`src/rtl/uart_rx_core.sv`:
```
// 8-N-1 UART receive engine: synchronises the line, majority-votes each bit at mid-bit,
// checks the stop bit and holds each byte behind a valid/ack handshake.
module uart_rx_core #(
  parameter int unsigned OVERSAMPLE = 16
) (
  input  logic       clk_50mhz,
  input  logic       rst_n,
  input  logic       rx_sample_tick,
  input  logic       rx_serial_in,
  input  logic       rx_ack,
  output logic [7:0] rx_data,
  output logic       rx_valid,
  output logic       frame_err,
  output logic       overrun_err,
  output logic       rx_busy
);

  localparam int unsigned CntW = $clog2(OVERSAMPLE);
  localparam logic [CntW-1:0] CntOne   = CntW'(1);
  localparam logic [CntW-1:0] SampLo   = CntW'(OVERSAMPLE / 2 - 1);
  localparam logic [CntW-1:0] SampMid  = CntW'(OVERSAMPLE / 2);
  localparam logic [CntW-1:0] SampHi   = CntW'(OVERSAMPLE / 2 + 1);
  localparam logic [CntW-1:0] SampLast = CntW'(OVERSAMPLE - 1);

  typedef enum logic [2:0] {StIdle, StStart, StData, StStop, StBreak} state_e;

  state_e          r_state;
  logic            r_sync1;
  logic            r_sync2;
  logic [CntW-1:0] r_cnt;
  logic [2:0]      r_bit_idx;
  logic            r_s7;
  logic            r_s8;
  logic [7:0]      r_shift;
  logic [7:0]      r_data;
  logic            r_valid;
  logic            r_frame_err;
  logic            r_overrun_err;

  logic            w_rx_s;
  logic            w_vote;
  logic [CntW-1:0] w_cnt_inc;

  assign w_rx_s    = r_sync2;
  assign w_vote    = (r_s7 & r_s8) | (r_s7 & w_rx_s) | (r_s8 & w_rx_s);
  assign w_cnt_inc = (r_cnt == SampLast) ? '0 : r_cnt + CntOne;

  always_ff @(posedge clk_50mhz or negedge rst_n) begin
    if (!rst_n) begin
      r_sync1       <= 1'b1;
      r_sync2       <= 1'b1;
      r_state       <= StIdle;
      r_cnt         <= '0;
      r_bit_idx     <= '0;
      r_s7          <= 1'b1;
      r_s8          <= 1'b1;
      r_shift       <= '0;
      r_data        <= '0;
      r_valid       <= 1'b0;
      r_frame_err   <= 1'b0;
      r_overrun_err <= 1'b0;
    end else begin
      r_sync1       <= rx_serial_in;
      r_sync2       <= r_sync1;
      r_frame_err   <= 1'b0;
      r_overrun_err <= 1'b0;
      if (rx_ack && r_valid) r_valid <= 1'b0;

      if (rx_sample_tick) begin
        if (r_cnt == SampLo)  r_s7 <= w_rx_s;
        if (r_cnt == SampMid) r_s8 <= w_rx_s;
        case (r_state)
          StIdle: begin
            if (!w_rx_s) begin
              r_state <= StStart;
              r_cnt   <= CntOne;
            end
          end
          StStart: begin
            r_cnt <= w_cnt_inc;
            if (r_cnt == SampHi && w_vote) begin
              r_state <= StIdle;
              r_cnt   <= '0;
            end else if (r_cnt == SampLast) begin
              r_state   <= StData;
              r_bit_idx <= '0;
            end
          end
          StData: begin
            r_cnt <= w_cnt_inc;
            if (r_cnt == SampHi) r_shift <= {w_vote, r_shift[7:1]};
            if (r_cnt == SampLast) begin
              if (r_bit_idx == 3'd7) r_state <= StStop;
              else                   r_bit_idx <= r_bit_idx + 3'd1;
            end
          end
          StStop: begin
            r_cnt <= w_cnt_inc;
            if (r_cnt == SampHi) begin
              r_cnt <= '0;
              if (w_vote) begin
                r_state <= StIdle;
                // An ack in the same cycle frees the holding register for the new byte.
                if (!r_valid || rx_ack) begin
                  r_data  <= r_shift;
                  r_valid <= 1'b1;
                end else begin
                  r_overrun_err <= 1'b1;
                end
              end else begin
                r_frame_err <= 1'b1;
                r_state     <= StBreak;
              end
            end
          end
          StBreak: begin
            if (w_rx_s) r_state <= StIdle;
          end
          default: r_state <= StIdle;
        endcase
      end
    end
  end

  assign rx_data     = r_data;
  assign rx_valid    = r_valid;
  assign frame_err   = r_frame_err;
  assign overrun_err = r_overrun_err;
  assign rx_busy     = (r_state != StIdle);

endmodule

```
`config.mk`:
```
export PLATFORM = sky130hd
export DESIGN_NAME = uart_rx_core
export DESIGN_NICKNAME = d
export VERILOG_FILES = /design/src/rtl/uart_rx_core.sv
export SDC_FILE = /design/constraint.sdc
export NUM_CORES = 1
export LEC_CHECK = 0
export ABC_CLOCK_PERIOD_IN_PS = 4650
export BUFFER_PORTS_ARGS = -buffer_cell sky130_fd_sc_hd__buf_2
export CAP_MARGIN = 20
export CORE_ASPECT_RATIO = 2
export CORE_MARGIN = 2
export CORE_UTILIZATION = 50
export DETAILED_ROUTE_END_ITERATION = 8
export PLACE_DENSITY_LB_ADDON = 0.12
export SLEW_MARGIN = 10
export SYNTH_ARGS = -nofsm -noshare
export SYNTH_HDL_FRONTEND = slang
export SYNTH_SLANG_ARGS = --single-unit
```
`constraint.sdc`:
```
create_clock -name clk_50mhz -period 4.65 [get_ports clk_50mhz]
set_input_delay 0.2325 -clock clk_50mhz [delete_from_list [all_inputs] [get_ports clk_50mhz]]
set_output_delay 0.2325 -clock clk_50mhz [all_outputs]
set_load 0.1 [all_outputs]
```
Yosys cells after proc, flatten, opt, wreduce, memory -nomap -nowiden --
Cells that the tools add are included.
Operators by class: bitwise logic cells 5, eq/ne operators 18, mux-type cells 34, add/subtract/negate cells 2, reduce and logical (&&, ||, !) cells 15
Operators with widths (number):
- two-way mux 3 bit | 12
- two-way mux 4 bit | 4
- inequality test 2 bit, second input constant | 8
- case mux 4 bit (4 select lines) | 1
- two-way mux 1 bit | 15
- case mux 3 bit (5 select lines) | 1
- == test 4 bit, second input constant | 3
- AND reduction 7 bit | 1
- == test 3 x 2 -> 1 bit, second input constant | 2
- == test 3 bit, second input constant | 2
- case mux 3 bit (2 select lines) | 1
- AND reduction 3 bit | 2
- AND reduction 6 bit | 1
- AND reduction 5 bit | 1
- adder 4 x 1 -> 4 bit, second input constant | 1
- == test 4 x 3 -> 1 bit, second input constant | 1
- AND reduction 2 bit | 2
- nonzero test 4 bit | 1
- adder 3 x 1 -> 3 bit, second input constant | 1
- AND 1 bit | 3
- == test 3 x 1 -> 1 bit, second input constant | 1
- zero test 3 bit | 1
- inequality test 3 bit, second input constant | 1
- nonzero test 3 bit | 1
- 5 further kinds | 7
Storage, ports and cells: logic and storage cells 86, flip-flop bits (word level) 33, bits of input ports 5, output and inout port bits 12

Longest topological paths before layout --
depth after elaboration 7, depth in mapped cells 6, depth with buffers taken out 6

Least setup slack after synthesis --
No wires, ideal clock.
path type register -> register, start register r_valid (netlist: rx_valid), end register r_data[0] (netlist: rx_data[0]), data required time 4.525 ns, arrival 1.708 ns, buffers on the path 0, library setup time 0.125 ns, clock period less this slack 1.833 ns, path slack 2.817 ns, cell stages (with the launch flop) 5, cell sequence dfrtp_1 nand2b_1 nand2_1 nor3_4 mux2_2
On the way: longest elaborated chain between the ends 3
Ends and longest elaborated chain:
- from (decl) | line 36 | logic r_valid;
- from (signal assigned) | line 59 | r_valid <= 1'b0;
- from (signal assigned) | line 67 | if (rx_ack && r_valid) r_valid <= 1'b0;
- from (signal assigned) | line 106 | r_valid <= 1'b1;
- zero test 1 bit | line 104 | if (!r_valid || rx_ack) begin
- logical OR 1 bit | line 104
- AND reduction 5 bit (no source line)
- to (signal assigned) | line 105 | r_data <= r_shift;
- to (decl) | line 35 | logic [7:0] r_data;
Every way passes these cells. A chain may end at the register's enable or synchronous reset.

Final worst setup path --
start register r_cnt[1], end register r_data[0] (netlist: rx_data[0])
On the way: longest elaborated chain between the ends 2
Ends and longest elaborated chain:
- from (decl) | line 30 | logic [CntW-1:0] r_cnt;
- from (signal assigned) | line 76 | r_cnt <= CntOne;
- from (signal assigned) | line 80 | r_cnt <= w_cnt_inc;
- from (signal assigned) | line 90 | r_cnt <= w_cnt_inc;
- == test 4 bit | line 99 | if (r_cnt == SampHi) begin
- AND reduction 5 bit (no source line)
Every way passes these cells.

==> out/results.tsv <==
stage	metric	value	unit
finish	nets	151	
timing	setup skew after layout	8.18	ps
power_and_ir_drop	cell-internal power	576	µW
grt	grt ovf	0	
timing	Slew Viols, Final	0	
finish	# fillers	252	
grt	GRT met2 Usage	0.347	
critical_path	peak per-stage delay on the critical path	420	ps
cts	post-cts sizing count	0	
detailed_routing	DRC violations left	0	
critical_path	FF-to-FF setup slack	2820	ps
power_and_ir_drop	logic gate share of total power	0.224	
timing	Tcrit/Tclk final	0.393	
power_and_ir_drop	power density cells	491	mW/mm²
cts	CTS H-Tree Depth	2	
critical_path	CP Data Required Time	4820	ps
cts	Post-CTS Hold Buffers	0	
synthesis	area leader, netlist	dfrtp_1	
die	DIE AREA	0.00351	mm²
timing	Least-Margin Pin Slew	712	ps
critical_path	Critical Path AT	2000	ps
detailed_routing	Post-DRT Antenna Nets	0	
placement	dpl hpwl	2.03	mm
placement	# placed instances	164	
grt	met1 usage	0.170	
die	Initial Util	0.520	
grt	met3 Use GR	0.0527	
detailed_routing	per-cell routed wire length	16.2	µm
grt	number of global-route vias before repair	1022	
detailed_routing	DRT Wirelength	2.79	mm
grt	largest net degree at the start of global routing	34	
timing	fmax	547	MHz
die	die span in y	81.8	µm
placement	number of port buffers	16	
synthesis	Mapped Nets	131	
synthesis	yosys warns	0	
cts	Num CTS Buffers	5	
synthesis	Area contributors post-synth	dfrtp_1, mux2_2, dfstp_2	
status	failing checks	hold timing	
synthesis	Synth Cell Area	0.00151	mm²
synthesis	Seq cells post-synth	33	
cts	clk sinks	33	
timing	Max-slew headroom	0.525	
cts	postcts setup bufs	0	
synthesis	ys flop type	dfrtp_1	
status	outcome	finished with violations	
critical_path	crit path cell chain	inv_1, ha_1, and3b_2, nand2_2, nor3_4, mux2_2	
critical_path	CP max stage cell	dfrtp_1	
critical_path	WP depth	6	
grt	GRT Max-Usage Layer	met2	
synthesis	unique cell type count in the Yosys netlist	39	
critical_path	kind of start point of the critical path	flop	
synthesis	Post-synth EDFFs	0	
finish	most frequent cells in the layout	dfrtp_1, mux2_2, buf_2	
finish	area grow syn2layout	14.1	%
power_and_ir_drop	Reg power frac	0.449	
synthesis	cells after synthesis	121	
grt	first-pass GRT wire length	4.59	mm
detailed_routing	Starting DRT DRC Count	37	
critical_path	worst r2r src	r_cnt[1]	
critical_path	Worst setup EP type	flop	
placement	gp weighted congestion	0.793	
finish	most common cell after layout, fill and taps aside	dfrtp_1	
finish	Final Non-Filler Cells	172	
critical_path	delay-heaviest family, CP	simple AND/OR/NAND/NOR gates	
timing	Final min period	1830	ps
finish	ratio of cells with drive above 1 in the final layout	0.352	
critical_path	WS Path Type	reg -> reg	
critical_path	Worst Path Max Fanout	8	
timing	final setup violation count	0	
power_and_ir_drop	Sw Share	0.320	
grt	antenna violations before repair	0	
critical_path	WP buf/inv	1	
detailed_routing	DR vias/cell	5.87	
cts	clk root buf	clkbuf_8	
finish	# diodes	0	
die	Die Wd	42.9	µm
die	num rows	28	
cts	Worst-path clk slew	70	ps
critical_path	Worst R2R End	rx_data[0]	
cts	CTS tree	built	
synthesis	post-synth top area share	0.480	
cts	Worst-Skew Late Latency	290	ps
synthesis	fraction of registers with async set/reset	1.00	
power_and_ir_drop	Leak	0.876	nW
min_path	Worst Hold Class	in -> async	
timing	RSZ-0062 raised after global routing	false	
synthesis	post-synthesis sequential area ratio	0.549	
timing	final hold violations	11	
detailed_routing	via count	1009	
synthesis	Mapped Avg Cell Area	12.5	µm²
power_and_ir_drop	Clk pwr share	0.327	
die	I/O pins	17	
finish	area of the multi-input gates	651	µm²
power_and_ir_drop	maximum vdd drop	0.000336	V
die	Core ar.	0.00291	mm²
finish	Register Area	831	µm²
run	max-cap viol count	0	
cts	clock buffer depth	2	
detailed_routing	number of detailed-route iterations in the first pass	4	
critical_path	worst reg2reg path depth	6	
power_and_ir_drop	sw power	271	µW
timing	hold slack	-9.31	ps
grt	Tot GR Track Use	0.185	
timing	Sum Neg Setup Slack	0	ps
==> synthesized netlist by cell type, types with 2 or more instances <==
cell type,n
dfstp_2,4
o31ai_1,2
a22o_1,2
nor2b_1,2
nand2b_1,4
a21oi_1,3
nand2_1,6
a21o_1,3
nor3b_1,2
nand3_1,4
mux2_2,19
inv_1,3
ha_1,5
nor2_1,6
dfrtp_1,29
o21ai_0,3
a31oi_1,2
==> cell families after synthesis <==
kind of cell | Yosys count | share of synthesized area
simple gates | 36 | 0.142
flops | 33 | 0.549
compound gates | 21 | 0.0959
mux | 19 | 0.141
buf+inv | 6 | 0.0207
fa+ha+maj | 6 | 0.0505
==> power by group through the flow <==
stage	clock network, mW	logic (mW)	registers (mW)
global placement	0	0.190	0.383
floorplan	0	0.179	0.356
CTS	0.284	0.192	0.379
finish	0.277	0.190	0.381
detailed placement	0	0.191	0.384
global route	0.297	0.212	0.387
==> area by class of cell <==
class / instances / share of cell area
Timing Repair Buffer: 16 / 0.0464
Clock buffer: 7 / 0.0500
Inverter: 3 / 0.00652
Clock inverter: 1 / 0.0174
Tap cell: 30 / 0.0217
Sequential cell: 33 / 0.481
Multi-Input combinational cell: 82 / 0.377
==> metal layers <==
metal	wire, µm	share of wire
met5	0	0
met1	1030	0.37
met4	76	0.027
met2	1590	0.57
met3	87	0.031
==> worst register-to-register path: stages (launching register included) <==
cell and delay [ps]:
dfrtp_1 420, inv_1 90, ha_1 150, and3b_2 220
nand2_2 70, nor3_4 370, mux2_2 390
==> state kept, by name, summed over array words and instances, names as in the netlist <==
name         cells
r_sync1          1
r_sync2          1
overrun_err      1
rx_data          8
r_bit_idx        3
r_shift          8
rx_valid         1
frame_err        1
r_cnt            4
r_s8             1
r_s7             1
r_state          3
==> per-stage QoR <==
step                worst slack, ps  power, mW  utilization  hold WS (ps)  instance area (µm²)
global route                   2740      0.897        0.594          24.5                 1730
finish                         2820      0.847        0.594         -9.31                 1730
floorplan                      2820      0.534            -         -63.1                 1510
CTS                            2810      0.855        0.594          16.3                 1730
detailed placement             2820      0.575        0.554           328                 1610
global placement               2860      0.573        0.554           312                 1610
==> how the worst max path moves through the flow <==
stage               startpoint         end  slack [ps]
floorplan             rx_valid  rx_data[0]        2820
global placement      r_cnt[1]  rx_data[2]        2860
detailed placement    r_cnt[1]  rx_data[2]        2820
CTS                   r_cnt[1]  rx_data[2]        2810
global route          r_cnt[1]  rx_data[2]        2740
finish                r_cnt[1]  rx_data[0]        2820
(Power assumes the default switching activity.)
